**src/rtl/synth_pkg.sv**
```systemverilog
// Constants and sample type shared by the synth and the I2S transmitter.
// slot_bit() picks the serial bit for a given slot position.
package synth_pkg;

  localparam int SAMPLE_W   = 24;
  localparam int SLOT_W     = 32;
  localparam int FRAME_BITS = 64;
  localparam int BIT_CNT_W  = $clog2(FRAME_BITS);
  localparam int SLOT_POS_W = $clog2(SLOT_W);

  typedef logic signed [SAMPLE_W-1:0] sample_t;

  // Position 0 is the I2S one-bit delay; positions past the sample are padding.
  function automatic logic slot_bit(input sample_t s, input logic [SLOT_POS_W-1:0] p);
    logic bit_val;
    bit_val = 1'b0;
    if (p != '0 && p <= SLOT_POS_W'(SAMPLE_W))
      bit_val = s[SLOT_POS_W'(SAMPLE_W) - p];
    return bit_val;
  endfunction

endpackage

```
**src/rtl/i2s_clkgen.sv**
```systemverilog
// I2S bit/word clock generator: divides CLK down to SCLK and counts bit slots.
// fall strobes in the CLK cycle whose rising edge produces the SCLK falling edge.
module i2s_clkgen
  import synth_pkg::*;
#(
  parameter int SCLK_HALF = 8
) (
  input  logic                 CLK,
  input  logic                 RESET,
  output logic                 sclk,
  output logic                 lrclk,
  output logic                 fall,
  output logic [BIT_CNT_W-1:0] bit_next
);

  localparam int DIV_W = (SCLK_HALF > 1) ? $clog2(SCLK_HALF) : 1;

  logic [DIV_W-1:0]     div_cnt_reg;
  logic [BIT_CNT_W-1:0] bit_cnt_reg;
  logic                 sclk_reg;
  logic                 lrclk_reg;
  logic                 wrap;

  assign wrap     = (div_cnt_reg == DIV_W'(SCLK_HALF - 1));
  assign fall     = wrap & sclk_reg;
  // Six-bit counter wraps 63 -> 0 on its own, marking the frame boundary.
  assign bit_next = bit_cnt_reg + BIT_CNT_W'(1);
  assign sclk     = sclk_reg;
  assign lrclk    = lrclk_reg;

  always_ff @(posedge CLK or posedge RESET) begin
    if (RESET) begin
      div_cnt_reg <= '0;
      bit_cnt_reg <= '0;
      sclk_reg    <= 1'b0;
      lrclk_reg   <= 1'b0;
    end else begin
      if (wrap) begin
        div_cnt_reg <= '0;
        sclk_reg    <= ~sclk_reg;
      end else begin
        div_cnt_reg <= div_cnt_reg + DIV_W'(1);
      end
      if (fall) begin
        bit_cnt_reg <= bit_next;
        lrclk_reg   <= bit_next[BIT_CNT_W-1];
      end
    end
  end

endmodule

```
**src/rtl/i2s_tx.sv**
```systemverilog
// Mono I2S transmitter: pops one sample per frame from the FIFO and plays it
// on both channels, 24 data bits MSB first in 32-bit slots.
module i2s_tx
  import synth_pkg::*;
#(
  parameter int SCLK_HALF = 8
) (
  input  logic                CLK,
  input  logic                RESET,
  input  logic                FIFO_EMPTY,
  input  logic [SAMPLE_W-1:0] FIFO_DATA,
  output logic                FIFO_READ,
  output logic                SCLK,
  output logic                LRCLK,
  output logic                SDATA,
  output logic                UNDERRUN
);

  logic                 fall;
  logic [BIT_CNT_W-1:0] bit_next;
  logic                 fetch;
  logic                 load;

  sample_t cur_reg;
  sample_t next_reg;
  logic    sdata_reg;
  logic    fifo_read_reg;
  logic    underrun_reg;
  logic    capture_reg;

  i2s_clkgen #(
    .SCLK_HALF(SCLK_HALF)
  ) u_clkgen (
    .CLK     (CLK),
    .RESET   (RESET),
    .sclk    (SCLK),
    .lrclk   (LRCLK),
    .fall    (fall),
    .bit_next(bit_next)
  );

  assign fetch = fall && (bit_next == BIT_CNT_W'(FRAME_BITS - 2));
  assign load  = fall && (bit_next == '0);

  assign FIFO_READ = fifo_read_reg;
  assign UNDERRUN  = underrun_reg;
  assign SDATA     = sdata_reg;

  always_ff @(posedge CLK or posedge RESET) begin
    if (RESET) begin
      cur_reg       <= '0;
      next_reg      <= '0;
      sdata_reg     <= 1'b0;
      fifo_read_reg <= 1'b0;
      underrun_reg  <= 1'b0;
      capture_reg   <= 1'b0;
    end else begin
      fifo_read_reg <= fetch & ~FIFO_EMPTY;
      underrun_reg  <= fetch & FIFO_EMPTY;
      // FIFO read data lands one CLK after the strobe; grab it then.
      capture_reg   <= fifo_read_reg;
      if (fetch && FIFO_EMPTY)
        next_reg <= '0;
      else if (capture_reg)
        next_reg <= FIFO_DATA;
      if (load)
        cur_reg <= next_reg;
      if (fall)
        sdata_reg <= slot_bit(cur_reg, bit_next[SLOT_POS_W-1:0]);
    end
  end

endmodule

```
**config.mk**
```make
export PLATFORM = sky130hd
export DESIGN_NAME = i2s_tx
export DESIGN_NICKNAME = d
export VERILOG_FILES = /design/src/rtl/synth_pkg.sv /design/src/rtl/i2s_clkgen.sv /design/src/rtl/i2s_tx.sv
export SDC_FILE = /design/constraint.sdc
export NUM_CORES = 1
export LEC_CHECK = 0
export ABC_AREA = 1
export CAP_MARGIN = 15
export CORE_MARGIN = 3
export CORE_UTILIZATION = 46
export CTS_CLUSTER_SIZE = 28
export DETAILED_ROUTE_END_ITERATION = 6
export PLACE_DENSITY = 0.66
export SYNTH_ARGS = -nofsm -noshare
export SYNTH_HDL_FRONTEND = slang
export SYNTH_SLANG_ARGS = --single-unit
```
**constraint.sdc**
```tcl
create_clock -name CLK -period 2 [get_ports CLK]
set_input_delay 0.4 -clock CLK [delete_from_list [all_inputs] [get_ports CLK]]
set_output_delay 0.4 -clock CLK [all_outputs]
set_load 0.005 [all_outputs]
```
# Word level (Yosys, flattened, before mapping)
# Cells that the tools add are included.
[op_classes]
add_sub_neg = 3
magnitude_cmp = 2
eq_ne = 2
muxes = 6
n_bitwise = 5
n_reduce_logical = 7
[op_table]
columns = ["cell", "n"]
rows = [
  ["$mux 24", 2],
  ["$add 6x1->6 const B", 1],
  ["$eq 6x6->1 const B", 1],
  ["$logic_not 6->1", 1],
  ["$lt 5x6->1 const B", 1],
  ["$bmux 1 s5", 1],
  ["$le 5x5->1 const B", 1],
  ["$reduce_bool 5->1", 1],
  ["$sub 5x5->5 const A", 1],
  ["$logic_and 1x1->1", 4],
  ["$add 3x1->3 const B", 1],
  ["$and 1x1->1", 3],
  ["$eq 3x3->1 const B", 1],
  ["$mux 3", 1],
  ["$mux 1", 2],
  ["$not 1->1", 2],
  ["$reduce_bool 2->1", 1],
]
[word_totals]
reg_bits = 63
input_bits = 27
output_inout_bits = 5
wordCells = 35

# Depth between registers and ports, before layout
# Gate-level depths: netlist of the first run.
[depth]
word_depth = 5
mapped_depth = 12
ltp_nobuf = 12

# Modules after synthesis
# Synthesis of the first run repeated with hierarchy kept, for this count alone.
[hier_totals]
cells_unflattened = 377
area_unflattened_um2 = 2981.6
[by_module_without_submodules]
columns = ["mod", "n_inst", "cells_per_inst", "area_per_inst_um2", "seq_area_each_um2"]
rows = [
  ["i2s_tx", 1, 327, 2514.9, 1301.2],
  ["i2s_clkgen", 1, 50, 466.7, 250.2],
]

# Worst setup path before layout of the first run
# Ideal clock, no wire load.
[synth_path]
path_kind = "reg-to-reg"
from = "reg u_clkgen.bit_cnt_reg[0]"
to = "reg sdata_reg, in the netlist SDATA"
setup_time_ns = 0.065
t_arrival_ns = 1.705
t_required_ns = 1.935
slack_ns = 0.230
path_stages_with_launch = 12
path_buffers = 1
synth_period_minus_slack_ns = 1.770
cell_sequence = "dfrtp_1 ha_1 nand2_1 clkbuf_1 nand2_1 nand2_1 nand2_1 nand2_1 nand3_1 a21oi_1 nand2_1 nand2_1"
[synth_via]
elab_chain_len = 5
elab_cells_between_ends = 8
cone_classes = "2 x add/sub; 1 x order compare; 3 x mux; 2 x reduce/logical"
[synth_rtl]
columns = ["item", "line_no", "text"]
rows = [
  ["from (decl)", "i2s_clkgen.sv:19", "logic [BIT_CNT_W-1:0] bit_cnt_reg;"],
  ["from (signal assigned)", "i2s_clkgen.sv:45", "bit_cnt_reg <= bit_next;"],
  ["$add 6x1->6 (*)", "i2s_clkgen.sv:27", "assign bit_next = bit_cnt_reg + BIT_CNT_W'(1);"],
  ["$sub 5x5->5", "synth_pkg.sv:18", "bit_val = s[SLOT_POS_W'(SAMPLE_W) - p];"],
  ["$bmux 1 s5", "synth_pkg.sv:18", ""],
  ["$mux 1 (implied by the code)", "synth_pkg.sv:18", ""],
  ["$mux 1 (*)", "synth_pkg.sv:17", "if (p != '0 && p <= SLOT_POS_W'(SAMPLE_W))"],
  ["to (signal assigned)", "i2s_tx.sv:69", "sdata_reg <= slot_bit(cur_reg, bit_next[SLOT_POS_W-1:0]);"],
  ["to (decl)", "i2s_tx.sv:26", "logic sdata_reg;"],
]
# Every way passes the cells marked *; elsewhere a longest branch is shown, timed or not. The select of a mux whose other input is x is not followed.
# A chain may end at the register's enable or synchronous reset.

# Worst setup path in the final report of the first run
[layout_path]
from = "reg u_clkgen.bit_cnt_reg[1]"
to = "reg next_reg[22]"
[layout_via]
elab_chain_len = 5
elab_cells_between_ends = 6
cone_classes = "1 x add/sub; 1 x eq/ne; 1 x mux; 3 x reduce/logical"
[layout_rtl]
columns = ["item", "line_no", "text"]
rows = [
  ["$add 6x1->6 (*)", "i2s_clkgen.sv:27", ""],
  ["$eq 6x6->1 (*)", "i2s_tx.sv:42", "assign fetch = fall && (bit_next == BIT_CNT_W'(FRAME_BITS - 2));"],
  ["$logic_and 1x1->1 (*)", "i2s_tx.sv:42", ""],
  ["$logic_and 1x1->1 (*)", "i2s_tx.sv:62", "if (fetch && FIFO_EMPTY)"],
  ["$mux 24 / $reduce_bool 2->1 (equally long branches)", "--", ""],
  ["to (signal assigned)", "i2s_tx.sv:52", "next_reg <= '0;"],
  ["to (signal assigned)", "i2s_tx.sv:63", "next_reg <= '0;"],
  ["to (signal assigned)", "i2s_tx.sv:65", "next_reg <= FIFO_DATA;"],
  ["to (decl)", "i2s_tx.sv:25", "sample_t next_reg;"],
]
# Every way passes the cells marked *; elsewhere a longest branch is shown, timed or not.

==> summary.txt, run 1 <==
Setup path
  – Critical path origin: u_clkgen.bit_cnt_reg[1]$_DFFE_PP0N_
  – Crit path max-delay family: simple AND/OR/NAND/NOR gates
  – CP Launch Type: register
  – Crit end category: register
  – Worst endpoint data arrival time: 2070 ps
  – CP max stage delay: 420 ps
  – Flop-to-flop setup slack: between 100 and 150 ps
  – CP Cell Sequence: ha_2 -> nand2_4 -> nor2_4 -> xor2_2 -> nand2_1 -> nor2_4 -> nand3_4 -> nand2_1 -> inv_1
  – Stages on the worst setup path: 9
  – CP Capture Point: next_reg[22]$_DFFE_PP0P_
  – Reg2Reg Depth: 9
  – Crit path buf inv count: 1
  – Critical path type: reg -> reg
  – Crit path max fanout: 13
  – CP max stage cell: dfrtp_2
  – Critical R2R Launch: u_clkgen.bit_cnt_reg[1]$_DFFE_PP0N_
  – R2R Path End: next_reg[22]$_DFFE_PP0P_
  – Worst EP required: between 2000 and 2500 ps

Worst hold path
  – Hold Path Stages: 0
  – Hold WC Path Type: reg -> reg

GRT
  – Gr busiest metal: met2
  – Met2 usage: 0.244
  – Number of global-route vias before repair: 2164
  – Global router's overall resource usage: 0.166
  – First-pass GRT wire length: 9740 um
  – Largest net degree at the start of global routing: 63
  – Met3 Track Usage GR: 0.0345
  – Global route overflow: 0
  – Routing usage on met1: 0.221
  – Initial antenna violation count: 0

Run status
  – Status: completed

Final layout
  – Post-route cell area: 3740 um^2
  – Fillers: 602
  – Area growth syn-to-layout: 20.1%
  – # diodes: 0
  – Share of cells above drive strength 1: 0.137
  – Multi-input gate area: about 1200 um^2
  – FF+latch area: 1550 um^2
  – Nets: 451

Timing
  – Slew Limit Fails: 0
  – Number of hold violations in the final report: 0
  – WHS: 397 ps
  – Final Setup Violations: 0
  – Max Clock Freq: roughly 540 MHz
  – Min cycle time layout: between 1500 and 2000 ps
  – Worst slew pin tran: 422 ps
  – Slew HR: 0.719
  – Setup ws final: approximately 150 ps
  – TNS Setup: 0 ps
  – Tcrit/Tclk final: 0.925
  – Clk_skew: 7.39 ps

Power and ir drop
  – Leak pwr: ~2.0 nW
  – Peak supply drop: 0.335 mV
  – PwrDens: ~700 nW/um^2
  – Power Total: between 0.002 and 0.003 W

Synthesis
  – Yosys cell types: 27
  – Post-synth EDFFs: 0
  – Synth top area cells: dfrtp_1, nand2_1, inv_1, o21ai_0, o21ai_2
  – Seq/Total Area, Yosys: 0.498
  – YS warnings: 0
  – Most common library cells after synthesis: nand2_1, inv_1, dfrtp_1
  – Main synth FF type: dfrtp_1
  – Async SR Flop Fraction: 1.00
  – Synth Register Bits: 62
  – Largest area contributor in the netlist: dfrtp_1
  – Syn_area_per_cell: 8.16 um^2
  – Count leader, synth: nand2_1
  – Syn Nets: ~410
  – Post-synth top area share: 0.498
  – Cells after Synth: 382
  – Synth Cell Area: 3120 um^2

Drt
  – Routed WL per cell: 11.2 um
  – Final wirelength: roughly 5600 um
  – Mean number of vias per cell: 4.60
  – DR iter-0 viols: 105
  – Antenna Nets Post-Route: 0
  – Remaining DRCs: 0
  – DR vias: 2301
  – Drt first pass iters: 4

CTS
  – Clock Path Buffers: 2
  – Clock transition at path regs: 60 ps
  – Post-CTS Setup Inserts: 0
  – Htree depth: 3
  – CTS Sinks: a little over 60
  – TritonCTS clock tree: done
  – Skew-Pair Late Insertion Delay: between 300 and 400 ps
  – TritonCTS Buffers: 9
  – Root buf cell: clkbuf_8

Run
  – Total of max-cap violations: 0

Floorplanning
  – Initial core utilization: 0.483
  – DIE WIDTH: roughly 88 um
  – Die area: about 8000 um^2
  – DIE HEIGHT: 88.3 um
  – I/O pin count: 32
  – Row count: 29
  – CORE AREA: roughly 6500 um^2

Place
  – IO buf count: 31
  – Worst slack at placement: 21.6 ps
  – Placed inst area: between 3000 and 4000 um^2
  – Hpwl dp: 3650 um
  – GP Congestion: 0.874
metrics by stage:
step,instances,util
floorplan,382,-
global placement,484,0.540
detailed placement,484,0.540
CTS,500,0.578
global route,500,0.580
finish,500,0.580
cell usage in the layout (no fill, tap or decap), drive strengths merged, types with 2 or more instances in the layout:
cell / instances
clkinv: 2
xor2: 3
ha: 5
bufinv: 2
nor2: 19
dfrtp: 62
inv: 75
buf: 9
o21ai: 54
nand2: 132
clkbuf: 11
clkdlybuf4s50: 31
nand3: 11
a21oi: 3
or2: 2
how the worst min path moves through the flow:
stage	startpoint	end	slack [ps]
after floorplan	FIFO_READ$_DFF_PP0_	capture_reg$_DFF_PP0_	380
after global placement	FIFO_READ$_DFF_PP0_	capture_reg$_DFF_PP0_	380
after detailed placement	FIFO_READ$_DFF_PP0_	capture_reg$_DFF_PP0_	370
after CTS	FIFO_READ$_DFF_PP0_	capture_reg$_DFF_PP0_	400
after global routing	FIFO_READ$_DFF_PP0_	capture_reg$_DFF_PP0_	420
final	FIFO_READ$_DFF_PP0_	capture_reg$_DFF_PP0_	400
layout make-up:
type,instances,area share
tap,77,0.0257
inverter,75,0.0752
timing repair buffer,40,0.108
clock buffer,11,0.0404
sequential,62,0.415
clock inverter,4,0.0187
multi-input combinational,231,0.318
worst reg2reg max path, delay by kind of cell (launching register included):
family	cells	cell delay, ps
fa+ha+maj	1	250
buf+inv	1	40
xor+xnor	1	180
flops	1	420
simple gates	6	840
cell families (layout without fill, tap and decap cells):
family,Yosys count,count (layout),synth area share
AOI/OAI and AO/OA,57,57,0.111
buffers and inverters,90,130,0.130
and+or+nand+nor,165,166,0.224
DFF,62,62,0.498
adders and majority gates,5,5,0.0201
xor gates and xnor gates,3,3,0.0169
metal layers:
| layer | wire length (um) | share of wire | up-vias |
|---|---|---|---|
| met3 | 279 | 0.050 | 16 |
| met4 | 214 | 0.038 | 0 |
| met2 | 2410 | 0.43 | 48 |
| li1 | - | - | 1210 |
| met1 | 2680 | 0.48 | 1027 |
| met5 | 0 | 0 | - |
where the power goes:
group | switching (W) | internal (W)
Combinational | 0.0000720 | 0.0000692
Sequential | 0.00000717 | 0.00128
Clock | 0.000451 | 0.000758
Total | 0.000530 | 0.00211
timing repair:
item                                    in CTS  in global routing
endpoints found under the setup margin       3                 25
cloned                                       1                  0
resized for setup                            2                  4
hold buffers                                 0                  0
No activity file was read; power rests on OpenSTA's default activity.
==> run 2, diff against run 1 <==
GPL_TIMING_DRIVEN = 0   (was default)
REMOVE_ABC_BUFFERS = 1   (was default)
==> run 2 against run 1 <==
  * Non-clock buffer count up 3
  * Via count increased by 4.2%
  * Setup slack got worse by 21 ps
  * Largest cell class unchanged
==> summary.txt, run 2 (synthesis results as in run 1) <==
Run status
  – Status: completed (unchanged)

Final layout
  – Nets: 457 (was 451)
  – Commonest non-fill, non-tap cell in the layout: nand2_1 (unchanged)
  – # diodes: 0 (unchanged)
  – Area growth syn-to-layout: 23.7% (was 20.1%)
  – Commonest cells after routing, fill and taps aside: nand2_1, inv_1, dfrtp_1 (unchanged)
  – Share of cells above drive strength 1: 0.165 (was 0.137)

Drt
  – Final wirelength: 6130 um (was 5580 um)
  – Antenna Nets Post-Route: 0 (unchanged)
  – DR vias: 2398 (was 2301)
  – DR iter-0 viols: 121 (was 105)
  – Remaining DRCs: 0 (unchanged)
  – Routed WL per cell: 12.1 um (was 11.2 um)
  – Mean number of vias per cell: 4.73 (was 4.60)
  – Drt first pass iters: 4 (unchanged)

Worst hold path
  – Worst hold endpoint: capture_reg$_DFF_PP0_ (unchanged)
  – Hold WC Path Type: reg -> reg (unchanged)
  – Hold Startpoint: FIFO_READ$_DFF_PP0_ (unchanged)
  – Hold Path Stages: 0 (unchanged)

Setup path
  – Worst endpoint data arrival time: 2110 ps (was 2070 ps)
  – Critical Path Most Common Cell: nor2_4
  – Reg2Reg Depth: 10 (was 9)
  – R2R Path End: next_reg[13]$_DFFE_PP0P_ (was next_reg[22]$_DFFE_PP0P_)
  – Critical path type: reg -> reg (unchanged)
  – CP Cell Sequence: ha_2 -> nand2_4 -> nor2_4 -> xor2_2 -> nand2_2 -> nor2_4 -> buf_12 -> nand3_4 -> nand2_1 -> inv_1 (was ha_2 -> nand2_4 -> nor2_4 -> xor2_2 -> nand2_1 -> nor2_4 -> nand3_4 -> nand2_1 -> inv_1)
  – Critical R2R Launch: u_clkgen.bit_cnt_reg[0]$_DFFE_PP0N_ (was u_clkgen.bit_cnt_reg[1]$_DFFE_PP0N_)
  – Crit path max fanout: 7 (was 13)
  – Crit end category: register (unchanged)
  – CP Launch Type: register (unchanged)
  – Critical path origin: u_clkgen.bit_cnt_reg[0]$_DFFE_PP0N_ (was u_clkgen.bit_cnt_reg[1]$_DFFE_PP0N_)
  – CP max stage cell: dfrtp_2 (unchanged)
  – Crit path max-delay family: simple AND/OR/NAND/NOR gates (unchanged)
  – Flop-to-flop setup slack: 130 ps (was 150 ps)
  – Crit path buf inv count: 2 (was 1)
  – CP max stage delay: 410 ps (was 420 ps)
  – Worst EP required: 2240 ps (was 2220 ps)

Timing
  – WHS: 379 ps (was 397 ps)
  – RSZ-0062 raised after global routing: no
  – Slew HR: 0.572 (was 0.719)
  – Number of hold violations in the final report: 0 (unchanged)
  – Worst slew pin tran: 643 ps (was 422 ps)
  – Max Clock Freq: 534 MHz (was 541 MHz)
  – Clk_skew: 5.87 ps (was 7.39 ps)
  – Min cycle time layout: 1870 ps (was 1850 ps)
  – Final Setup Violations: 0 (unchanged)
  – Slew Limit Fails: 0 (unchanged)
  – Tcrit/Tclk final: 0.936 (was 0.925)
  – Setup ws final: 128 ps (was 150 ps)

GRT
  – Initial antenna violation count: 0 (unchanged)
  – First-pass GRT wire length: 10300 um (was 9740 um)
  – Number of global-route vias before repair: 2257 (was 2164)
  – Largest net degree at the start of global routing: 37 (was 63)
  – Global route overflow: 0 (unchanged)
  – Global router's overall resource usage: 0.173 (was 0.166)

CTS
  – Htree depth: 3 (unchanged)
  – Skew-Pair Late Insertion Delay: 340 ps (was 330 ps)
  – CTS Sinks: 62 (unchanged)
  – Clock Path Buffers: 2 (unchanged)
  – TritonCTS Buffers: 9 (unchanged)
  – Clock transition at path regs: 70 ps (was 60 ps)
  – Root buf cell: clkbuf_8 (unchanged)
  – TritonCTS clock tree: done (unchanged)

Floorplanning
  – Initial core utilization: 0.483 (unchanged)
  – DIE WIDTH: 88.3 um (unchanged)
  – CORE AREA: 6460 um^2 (unchanged)
  – DIE HEIGHT: 88.3 um (unchanged)
  – Row count: 29 (unchanged)
  – I/O pin count: 32 (unchanged)
  – Die area: 7800 um^2 (unchanged)

Power and ir drop
  – Peak supply drop: 0.300 mV (was 0.335 mV)
  – Leak pwr: 2.00 nW (was 1.98 nW)
  – PwrDens: 658 nW/um^2 (was 706 nW/um^2)

Place
  – IO buf count: 31 (unchanged)
  – Worst slack at placement: -523 ps (was 21.6 ps)
  – Hpwl dp: 3710 um (was 3650 um)
  – GP Congestion: 0.784 (was 0.874)

Run
  – Total of max-cap violations: 0 (unchanged)
run 2: through the flow:
stage | total power (W) | cells | TNS (ps) | utilization | instance area [um^2]
2_1_floorplan | 0.00138 | 367 | -2310 | - | 2990
3_3_place_gp | 0.00145 | 475 | -81380 | 0.526 | 3400
3_5_place_dp | 0.00146 | 477 | -17540 | 0.534 | 3450
4_1_cts | 0.00257 | 498 | 0 | 0.580 | 3740
5_1_grt | 0.00265 | 507 | 0 | 0.597 | 3860
6_report | 0.00254 | 507 | 0 | 0.597 | 3860
run 2: how the worst max path moves through the flow:
| stage | end | cells past startpoint | slack [ps] |
|---|---|---|---|
| finish | next_reg[13]$_DFFE_PP0P_ | 10 | 130 |
| global route | SDATA$_DFFE_PP0N_ | 10 | 20 |
| CTS | next_reg[8]$_DFFE_PP0P_ | 9 | 8 |
| detailed placement | cur_reg[2]$_DFFE_PP0P_ | 8 | -520 |
| global placement | next_reg[18]$_DFFE_PP0P_ | 2 | -1060 |
| floorplan | cur_reg[0]$_DFFE_PP0P_ | 8 | -100 |
run 2: metal layers:
layer / vias to the layer above / share of wire / track usage
met5: - / 0 / 0
met4: 0 / 0.025 / 0.0907
met3: 15 / 0.045 / 0.0298
met2: 48 / 0.46 / 0.276
met1: 1100 / 0.47 / 0.225
li1: 1235 / - / -
run 2: report_power, final:
part	total [W]	switching, W	internal (W)
logic	0.000144	0.0000740	0.0000695
registers	0.00129	0.00000757	0.00128
clock network	0.00110	0.000464	0.000637
total	0.00254	0.000545	0.00199
run 2: cell type report:
class	count	area (um^2)
tap	77	96.3
timing repair buffer	43	445
inverter	75	282
multi-input combinational	234	1280
clock inverter	4	45.0
fill	579	2600
clock buffer	12	155
sequential	62	1550
run 2: worst register-to-register path: cells and delay by family (launching register included):
kind                     cells  cell delay [ps]
AND/OR/NAND/NOR              6              720
XOR/XNOR                     1              230
flip-flops                   1              410
adder cells (fa/ha/maj)      1              240
buffers and inverters        2              190
run 2: what timing repair did:
item | 4_1_cts | 5_1_grt
gates resized for setup | 12 | 8
hold buffers | 0 | 0
endpoints found under the setup margin | 50 | 34
buffers inserted | 3 | 7
cloned | 2 | 2
pin swaps | 2 | 3
==> run 3, diff against run 2 <==
SKIP_LAST_GASP = 1   (was default)
==> results of run 3 <==
No change in the layout: final DEF, timing and power equal those of run 2.
